--- src/rtl/us_range_pkg.sv ---
// Shared state encodings and default timing constants for the multi-channel
// ultrasonic ranging controller.
package us_range_pkg;

  typedef enum logic [1:0] {
    WARM_UP = 2'b00,
    TRIGGER = 2'b01,
    MEASURE = 2'b10,
    REPORT  = 2'b11
  } range_state_t;

  localparam int DEF_NUM_CH   = 4;
  localparam int DEF_WARM_CYC = 50;
  localparam int DEF_TRIG_CYC = 500;
  localparam int DEF_MEAS_CYC = 50000;
  localparam int DEF_THRESH   = 29410;
  localparam int DEF_CNT_W    = 22;

  // A single channel still needs a one-bit channel id.
  function automatic int ch_width(input int n);
    return (n > 1) ? $clog2(n) : 1;
  endfunction

endpackage

--- src/rtl/us_echo_sync.sv ---
// Two-flop synchroniser that brings one asynchronous echo line into the
// system clock domain.
module us_echo_sync (
  input  logic clk,
  input  logic reset,
  input  logic d,
  output logic q
);

  logic meta;

  always_ff @(posedge clk or posedge reset) begin
    if (reset) begin
      meta <= 1'b0;
      q    <= 1'b0;
    end else begin
      meta <= d;
      q    <= meta;
    end
  end

endmodule

--- src/rtl/us_multi_range_ctrl.sv ---
// Round-robin ultrasonic ranging controller: warms up, fires one trigger,
// counts echo-high clocks over a fixed window and reports one channel at a time.
module us_multi_range_ctrl
  import us_range_pkg::*;
#(
  parameter int NUM_CH   = DEF_NUM_CH,
  parameter int WARM_CYC = DEF_WARM_CYC,
  parameter int TRIG_CYC = DEF_TRIG_CYC,
  parameter int MEAS_CYC = DEF_MEAS_CYC,
  parameter int THRESH   = DEF_THRESH,
  parameter int CNT_W    = DEF_CNT_W
) (
  input  logic                          clk_50M,
  input  logic                          reset,
  input  logic                          enable,
  input  logic [NUM_CH-1:0]             echo_rx,
  output logic [NUM_CH-1:0]             trigger,
  output logic [NUM_CH-1:0]             out,
  output logic [CNT_W-1:0]              pulses,
  output logic [ch_width(NUM_CH)-1:0]   ch_id,
  output logic                          meas_valid,
  output logic [NUM_CH-1:0]             echo_stuck,
  output logic [1:0]                    state
);

  localparam int CH_W = ch_width(NUM_CH);
  localparam logic [CNT_W-1:0] CNT_MAX = '1;

  range_state_t       st;
  logic [CH_W-1:0]    cur_ch;
  logic [31:0]        cyc_cnt;
  logic [CNT_W-1:0]   echo_cnt;
  logic [CNT_W-1:0]   cnt_next;
  logic [NUM_CH-1:0]  echo_s;
  logic               cur_echo;

  for (genvar i = 0; i < NUM_CH; i++) begin : g_sync
    us_echo_sync u_sync (
      .clk   (clk_50M),
      .reset (reset),
      .d     (echo_rx[i]),
      .q     (echo_s[i])
    );
  end

  assign cur_echo = echo_s[cur_ch];
  assign state    = st;

  // Saturating increment so a long or stuck echo never wraps back to small counts.
  always_comb begin
    cnt_next = echo_cnt;
    if (cur_echo && (echo_cnt != CNT_MAX))
      cnt_next = echo_cnt + CNT_W'(1);
  end

  always_ff @(posedge clk_50M or posedge reset) begin
    if (reset) begin
      st         <= WARM_UP;
      cur_ch     <= '0;
      cyc_cnt    <= '0;
      echo_cnt   <= '0;
      trigger    <= '0;
      out        <= '0;
      pulses     <= '0;
      ch_id      <= '0;
      meas_valid <= 1'b0;
      echo_stuck <= '0;
    end else begin
      meas_valid <= 1'b0;
      case (st)
        WARM_UP: begin
          if (!enable) begin
            cyc_cnt <= '0;
          end else if (cyc_cnt == 32'(WARM_CYC - 1)) begin
            cyc_cnt <= '0;
            trigger <= NUM_CH'(1) << cur_ch;
            st      <= TRIGGER;
          end else begin
            cyc_cnt <= cyc_cnt + 32'd1;
          end
        end
        TRIGGER: begin
          if (cyc_cnt == 32'(TRIG_CYC - 1)) begin
            cyc_cnt  <= '0;
            trigger  <= '0;
            echo_cnt <= '0;
            st       <= MEASURE;
          end else begin
            cyc_cnt <= cyc_cnt + 32'd1;
          end
        end
        MEASURE: begin
          echo_cnt <= cnt_next;
          // Results land with the strobe so they are valid throughout REPORT.
          if (cyc_cnt == 32'(MEAS_CYC - 1)) begin
            cyc_cnt            <= '0;
            pulses             <= cnt_next;
            ch_id              <= cur_ch;
            out[cur_ch]        <= (32'(cnt_next) >= 32'(THRESH));
            echo_stuck[cur_ch] <= cur_echo;
            meas_valid         <= 1'b1;
            st                 <= REPORT;
          end else begin
            cyc_cnt <= cyc_cnt + 32'd1;
          end
        end
        REPORT: begin
          cur_ch <= (cur_ch == CH_W'(NUM_CH - 1)) ? '0 : cur_ch + CH_W'(1);
          st     <= WARM_UP;
        end
        default: st <= WARM_UP;
      endcase
    end
  end

endmodule

--- config.mk ---
export PLATFORM = sky130hd
export DESIGN_NAME = us_multi_range_ctrl
export DESIGN_NICKNAME = d
export VERILOG_FILES = /design/src/rtl/us_range_pkg.sv /design/src/rtl/us_echo_sync.sv /design/src/rtl/us_multi_range_ctrl.sv
export SDC_FILE = /design/constraint.sdc
export NUM_CORES = 1
export LEC_CHECK = 0
export ABC_AREA = 0
export CORE_ASPECT_RATIO = 0.8
export CORE_UTILIZATION = 25
export CTS_CLUSTER_DIAMETER = 30
export DETAILED_ROUTE_END_ITERATION = 7
export MAX_ROUTING_LAYER = met4
export PLACE_DENSITY = 0.47
export SYNTH_ARGS = -nofsm -noshare
export SYNTH_HDL_FRONTEND = slang
export SYNTH_SLANG_ARGS = --single-unit
--- constraint.sdc ---
create_clock -name clk_50M -period 6.1 [get_ports clk_50M]
set_input_delay 0.915 -clock clk_50M [delete_from_list [all_inputs] [get_ports clk_50M]]
set_output_delay 0.915 -clock clk_50M [all_outputs]
set_load 0.005 [all_outputs]
# Word-level counts from Yosys, hierarchy flattened
# Cells that the tools add are included.
# W data, S select, Z words.
[totals] ram_bits=0 n_memories=0 reg_bits=103 latch_bits=0 input_bits=7 word_cells=73 out_inout_bits=39 rom_bits=0
[op_classes] addsub=3 reduce_logical=10 mul=0 shift=1 div=0 eq_ne=12 magnitude_cmp=3 n_mux=26 n_bitwise=0
[op_table] op="$mux W32" count=4
[op_table] op="$pmux W32 S3" count=1
[op_table] op="$mux W22" count=2
[op_table] op="$pmux W22 S2" count=1
[op_table] op="$add A32 B1 Y32 const B" count=1
[op_table] op="$eq A32 B16 Y1 const B" count=1
[op_table] op="$eq A32 B6 Y1 const B" count=1
[op_table] op="$eq A32 B9 Y1 const B" count=1
[op_table] op="$add A22 B1 Y22 const B" count=1
[op_table] op="$ge A22 B15 Y1 const B" count=1
[op_table] op="$ne A22 B22 Y1 const B" count=1
[op_table] op="$mux W4" count=3
[op_table] op="$mux W2" count=5
[op_table] op="$bwmux W4" count=2
[op_table] op="$ne A2 B2 Y1 const B" count=4
[op_table] op="$pmux W2 S4" count=1
[op_table] op="$pmux W4 S2" count=1
[op_table] op="$reduce_and A4 Y1" count=2
[op_table] op="$eq A2 B2 Y1 const B" count=3
[op_table] op="$mux W1" count=4
[op_table] op="$reduce_and A2 Y1" count=2
[op_table] op="$reduce_bool A2 Y1" count=2
[op_table] op="$shl A1 B2 Y4 const A" count=1
[op_table] op="$lt A2 B3 Y1 const B" count=1
[op_table] op="other kinds (8)" count=9

# Depth between registers and ports, before layout
# Gate-level depths: netlist (run 1).
[depth] depth_word=6 mapped_depth=11 ltp_nobuf=9

# Modules after synthesis
# From an unflattened synthesis (run 1), not the netlist that was laid out.
[unflattened] hier_cells=582 hier_area_um2=5507.8
[by_module_without_submodules] module="us_multi_range_ctrl" area_per_inst_um2=5292.6 seq_area_each_um2=2377.3 instances=1 cells_each=570
[by_module_without_submodules] module="us_echo_sync" area_per_inst_um2=53.8 seq_area_each_um2=50.0 instances=4 cells_each=3

# Worst setup path after synthesis (run 1)
# OpenSTA, ideal clock, no wires.
[synth_path] kind="register to register" start="register echo_cnt[0]" end="register out[0]" n_path_buf=1 setup_time_ps=136 arrival_time_ps=2211 slack_ps=3754 stages_incl_launch_ff=10 synth_period_minus_slack_ps=2346 required_ps=5964 path_cell_list="dfrtp_1 ha_1 and4_1 buf_2 and3_1 a21oi_1 mux2i_1 a222oi_1 o211ai_1 a21oi_1"
[synth_via] elab_chain_len=5 elab_cells_between_ends=6 cone_classes="add/sub: 1; order compare: 1; eq/ne: 1; mux: 2; reduce/logical: 1"
[synth_rtl] item="start: declaration" line_no="us_multi_range_ctrl.sv:32" rtl="logic [CNT_W-1:0] echo_cnt;"
[synth_rtl] item="start signal: assignment" line_no="us_multi_range_ctrl.sv:93" rtl="echo_cnt <= cnt_next;"
[synth_rtl] item="parallel branches: the longest is 2 deep, another holds $add A22 B1 Y22"
[synth_rtl] item="$mux W22 (*)" line_no="us_multi_range_ctrl.sv:52" rtl="if (cur_echo && (echo_cnt != CNT_MAX))"
[synth_rtl] item="$ge A22 B15 Y1 (*)" line_no="us_multi_range_ctrl.sv:99" rtl="out[cur_ch] <= (32'(cnt_next) >= 32'(THRESH));"
[synth_rtl] item="$bwmux W4 (*)" line_no="us_multi_range_ctrl.sv:99"
[synth_rtl] item="end signal: indexed assignment" line_no="us_multi_range_ctrl.sv:99"
[synth_rtl] item="end: declaration" line_no="us_multi_range_ctrl.sv:18" rtl="output logic [NUM_CH-1:0] out,"
# Every way passes the cells marked *.
# A chain may end at the register's enable or synchronous reset.

# Worst setup path after layout (run 1)
[layout_path] start="register echo_cnt[0]" end="register out[2]"
# Same word-level chain as after synthesis.

==> results of run 1 <==
## registers in the layout, summed over array words and instances, names as in the netlist
signal,flops
g_sync.u_sync.q,4
echo_stuck,4
g_sync.u_sync.meta,4
ch_id,2
pulses,22
trigger,4
out,4
echo_cnt,22
cyc_cnt,32
meas_valid,1
state,2
cur_ch,2
## worst max-delay path: cells and delay by family (launching register included)
kind	cells	cell delay (ps)
compound gates	4	1360
simple gates	2	620
flops	1	450
fa+ha+maj	1	340
mux	1	280
## report_power, final
part | switching (mW) | internal [mW] | total, mW
Combinational | 0.135 | 0.123 | 0.258
Sequential | 0.144 | 0.795 | 0.939
Clock | 0.275 | 0.302 | 0.577
Total | 0.553 | 1.22 | 1.77
## cell families (layout without fill, tap and decap cells)
logic type	count (synthesis)	after routing	share of synthesized area, %
other	0	1	0
adder cells (fa/ha/maj)	11	11	2.50
AO/OA/AOI/OAI	121	121	14.2
flip-flops	103	103	46.9
XOR/XNOR	47	47	7.49
multiplexers	10	10	2.16
AND/OR/NAND/NOR	241	241	21.8
buffers and inverters	57	87	4.94
## worst max path at each step
| stage | slack, ps | from | to |
|---|---|---|---|
| final | 2910 | echo_cnt[0] | out[2] |
| after global routing | 2570 | cyc_cnt[19] | cyc_cnt[11] |
| after CTS | 2880 | cyc_cnt[19] | cyc_cnt[23] |
| after detailed placement | 2900 | cyc_cnt[10] | cyc_cnt[23] |
| after global placement | 2950 | echo_cnt[0] | out[3] |
| after floorplan | 2480 | reset | ch_id[0] |
## per-layer routing
layer,wire length [um],vias up,share of wire (%),global-route usage [%]
met4,199,0,1.5,4.49
li1,-,2113,-,-
met1,7130,2101,53,18.7
met3,412,14,3.1,2.23
met2,5650,69,42,18.8
met5,0,-,0,-
## through the flow
step / worst slack, ps / cells
2_1_floorplan: 2480 / 590
3_3_place_gp: 2950 / 879
3_5_place_dp: 2900 / 879
4_1_cts: 2880 / 895
5_1_grt: 2570 / 895
6_report: 2910 / 896
## Yosys cell counts, drive strengths merged, types with 5 or more instances
cell	count
a21o	5
a21oi	16
and2	10
and3	8
and4	9
buf	12
clkbuf	21
dfrtp	103
ha	11
inv	23
mux2	5
nand2	75
nand3	23
nand4	14
nor2	60
nor3	14
nor4	12
o21ai	58
o31ai	10
o41ai	6
xnor2	28
xor2	19
## cell type report
cell class,count,area share (%)
Tap cell,275,5.35
Antenna cell,1,0.0389
Clock inverter,5,0.642
Timing Repair Buffer,47,7.24
Sequential cell,103,40.1
Multi-Input combinational cell,430,41.2
Inverter,24,1.44
Clock buffer,11,3.93
==> results_dict.tcl, run 1 <==
set metrics [dict create \
    status "finished clean" \
    fp.dieW_um 168 \
    cts-resized-gates 0 \
    r2r_end "out[2]" \
    finalMaxSlewViolations 0 \
    ir_drop_uv 125 \
    drt_iter0_markers 276 \
    power.density_nw_per_um2 276 \
    cp_cell_sequence "ha_1 -> and4_1 -> and3_1 -> a21boi_2 -> mux2i_1 -> a222oi_1 -> o211ai_1 -> a21oi_1" \
    min_period_over_period_pct 52.3 \
    first_pass_iters 5 \
    synth_area_um2 5500 \
    numPortBuffers 45 \
    drc_errors 0 \
    cts_made_buffers 9 \
    min_path_cells 0 \
    reg2reg_from "echo_cnt[0]" \
    insertion_delay_ps 360 \
    initial_core_util_pct 25.5 \
    power_mw 1.77 \
    cap_violations 0 \
    drive_gt1_share_pct 6.29 \
    synthTopCellsByArea "dfrtp_1, nand2_1, o21ai_0, xnor2_1, nor2_1" \
    holdBufCountCts 0 \
    fin_util_pct 29.8 \
    fin_area_um2 6430 \
    synth_edf_count 0 \
    via_per_inst 4.80 \
    clkSinkCount 103 \
    synth_top_cell_by_area "dfrtp_1" \
    final_common_cell "dfrtp_1" \
    vias 4297 \
    arrival_ps 3400 \
    cts_buffer_depth 2 \
    period_minus_slack_ps 3190 \
    die-area_um2 22600 \
    synth-seq-area-share_pct 46.9 \
    wirelength_mm 13.4 \
    dpl_cell_area_um2 6130 \
    finalClockSkew_ps 7.61 \
    grt_pass1_wl_mm 22.8 \
    synth_ff_type "dfrtp_1" \
    fp-row-count 48 \
    syn_avg_cell_area_um2 9.32 \
    hpwl_mm 9.23 \
    gp_congestion 0.793 \
    yosysWarnings 0 \
    synth_seq_cells 103 \
    nNetsFinal 633 \
    syn_to_final_growth_pct 16.9 \
    finalHoldViolations 0 \
    multiInputGateArea_um2 2650 \
    holdPathEnd "g_sync[3].u_sync.q" \
    critPathMaxStageDelay_ps 620 \
    nFillCells 2206 \
    yosysTopAreaCellShare_pct 46.9 \
    core_um2 21600 \
    critPathKind "reg -> reg" \
    synth_cell_types 67 \
    routedWlPerCell_um 14.9 \
    h-tree-depth 3 \
    design.portCount 46 \
    hold_start "g_sync[3].u_sync.meta" \
    grt_use_total_pct 13.2 \
    relSlewSlack_pct 34.8 \
    cts_tree "done" \
    rsz0062_at_grt "no" \
    async_flop_share_pct 100 \
    finalSetupViolations 0 \
    fin_tns_setup_ps 0 \
    grt_start_max_net_pins 58 \
    grt_pass1_vias 4222 \
    tightestPinTransition_ps 978 \
    register_area_um2 2580 \
    synth_fp_nets 608 \
    worstSetupEndpointType "flip-flop" \
    required_ps 6310 \
    reg2reg_depth 8 \
    holdWs_ps 353 \
    die_y_um 135 \
    startpoint_type "flip-flop" \
    drtAntennaViolNets 0 \
    hp-class "reg -> reg" \
    mostFrequentLayoutCells "dfrtp_1, nand2_1, nor2_1, o21ai_0, clkdlybuf4s50_1" \
    p_leak_nw 2.53 \
    crit_slowest_cell "a21boi_2" \
    cts_setup_buffers 0 \
    cts_root_buf "clkbuf_16" \
    clock.fmax_mhz 314 \
    rrSetupSlack_ps 2910 \
    cp_max_fo 16 \
    grt_overflow_total 0 \
    syn_inst 590 \
    cts.clk_slew.worst_paths_ps 70 \
    grt_antenna_before_repair 0 \
]
(Power assumes the default switching activity.)
==> inputs of run 2 (changes only) <==
==> constraint.sdc (replaced) <==
create_clock -name clk_50M -period 3.26 [get_ports clk_50M]
set_input_delay 0.489 -clock clk_50M [delete_from_list [all_inputs] [get_ports clk_50M]]
set_output_delay 0.489 -clock clk_50M [all_outputs]
set_load 0.005 [all_outputs]
==> run 2 against run 1 <==
  * Sequential power up 86%
  * First-iteration DRC count up 15%
  * Register-to-register slack worse by 2600 ps
  * Clock power up 94%
  * Combinational power up 92%
  * Die area unchanged
  * Final cell count up 0.78%
  * Global-route usage up 0.14 points
  * Critical path type unchanged
==> results_dict.tcl, run 2 (same netlist as run 1, synthesis figures left out) <==
set metrics [dict create \
    critPathKind "reg -> reg" \
    first_pass_iters 5 \
    clkSinkCount 103 \
    reg2reg_from "echo_cnt[0]" \
    rrSetupSlack_ps 290 \
    rsz0062_at_grt "no" \
    via_per_inst 4.82 \
    min_period_over_period_pct 91.1 \
    combPwrFrac_pct 14.7 \
    numPortBuffers 45 \
    nNetsFinal 641 \
    cts.clk_slew.worst_paths_ps 80 \
    cp-endpoint "out[3]" \
    setup_ws_ps 291 \
    required_ps 3540 \
    fp-row-count 48 \
    intPower_mw 2.32 \
    routedWlPerCell_um 15.1 \
    period_minus_slack_ps 2970 \
    p_seq_share_pct 52.0 \
    cts_made_buffers 9 \
    vias 4354 \
    reg2reg_depth 8 \
    die-area_um2 22600 \
    power.density_nw_per_um2 518 \
    die_y_um 135 \
    worstSetupEndpointType "flip-flop" \
    nFillCells 2213 \
    startpoint_type "flip-flop" \
    fp.dieW_um 168 \
    ir_drop_uv 224 \
    cp_max_fo 9 \
    status "finished clean" \
    final_common_cell "dfrtp_1" \
    grt_antenna_before_repair 0 \
    holdWs_ps 353 \
    cap_violations 0 \
    design.portCount 46 \
    relSlewSlack_pct 34.8 \
    r2r_end "out[3]" \
    num_antenna_cells 0 \
    initial_core_util_pct 25.5 \
    finalClockSkew_ps 10.2 \
    fin_tns_setup_ps 0 \
    dp_slack_ps 348 \
    gp_congestion 0.802 \
    cts_root_buf "clkbuf_16" \
    core_um2 21600 \
    grt_pass1_vias 4367 \
    finalSetupViolations 0 \
    mostFrequentLayoutCells "dfrtp_1, nand2_1, nor2_1, o21ai_0, clkdlybuf4s50_1" \
    drive_gt1_share_pct 7.48 \
    drt_iter0_markers 317 \
    top_register "cyc_cnt" \
    finalHoldViolations 0 \
    cp-startpoint "echo_cnt[0]" \
    swShare_pct 31.0 \
    cts-resized-gates 0 \
    drc_errors 0 \
    insertion_delay_ps 360 \
    grt_overflow_total 0 \
    hpwl_mm 9.74 \
    p_leak_nw 2.58 \
    cts_tree "done" \
    wirelength_mm 13.7 \
    grt_pass1_wl_mm 23.0 \
    clock_power_share_pct 33.3 \
    p_sw_mw 1.04 \
    syn_to_final_growth_pct 18.2 \
    hp-class "reg -> reg" \
    grt_start_max_net_pins 52 \
    drtAntennaViolNets 0 \
    clock.fmax_mhz 337 \
    grt_use_total_pct 13.3 \
    reg_top3 "cyc_cnt: 32 flops, echo_cnt: 22 flops, pulses: 22 flops" \
    tightestPinTransition_ps 978 \
    largest_reg_flops 32 \
    holdBufCountCts 0 \
    finalMaxSlewViolations 0 \
    h-tree-depth 3 \
    cts_buffer_depth 2 \
    cts_setup_buffers 0 \
    arrival_ps 3250 \
]
==> run 2: power groups by stage <==
stage | clock network (mW) | logic (mW) | registers, mW
finish | 1.12 | 0.495 | 1.75
detailed placement | 0 | 0.501 | 1.77
global placement | 0 | 0.477 | 1.76
global route | 1.22 | 0.572 | 1.79
CTS | 1.17 | 0.503 | 1.75
floorplan | 0 | 0.407 | 1.70
==> run 2: worst min path at each step <==
stage / startpoint / endpoint / slack, ps / cells past startpoint
floorplan: g_sync[0].u_sync.meta / g_sync[0].u_sync.q / 330 / 0
global placement: g_sync[2].u_sync.meta / g_sync[2].u_sync.q / 330 / 0
detailed placement: g_sync[1].u_sync.meta / g_sync[1].u_sync.q / 340 / 0
CTS: g_sync[1].u_sync.meta / g_sync[1].u_sync.q / 350 / 0
global route: g_sync[1].u_sync.meta / g_sync[1].u_sync.q / 360 / 0
finish: g_sync[1].u_sync.meta / g_sync[1].u_sync.q / 350 / 0
==> run 2: metal layers <==
metal / GRT usage (%) / vias up / part of all wire [%]
met1: 18.5 / 2120 / 51
met2: 19.5 / 100 / 44
met5: - / - / 0
li1: - / 2124 / -
met4: 3.92 / 0 / 1.1
met3: 2.58 / 10 / 4.1
==> run 2: worst max-delay path: stages (launching register included) <==
cell and delay, ps:
dfrtp_1 470, ha_1 370, and4_1 450, nand4_1 140
a21oi_1 400, nand4b_1 140, a222oi_1 440, o211ai_1 270
a21oi_1 210
==> run 2: area by class of cell <==
class / instances / area [um^2] / area share [%]
multi-input combinational: 430 / 2650 / 40.8
tap: 275 / 344 / 5.30
inverter: 24 / 92.6 / 1.43
clock buffer: 9 / 225 / 3.47
timing repair buffer: 55 / 526 / 8.09
clock inverter: 7 / 80.1 / 1.23
sequential: 103 / 2580 / 39.7
==> run 2: stage by stage <==
stage	utilization (%)	cells	power [mW]	area [um^2]
floorplan	-	590	2.11	5500
global placement	28.7	887	2.24	6190
detailed placement	28.7	887	2.27	6190
CTS	30.1	903	3.42	6500
global route	30.1	903	3.58	6500
finish	30.1	903	3.37	6500
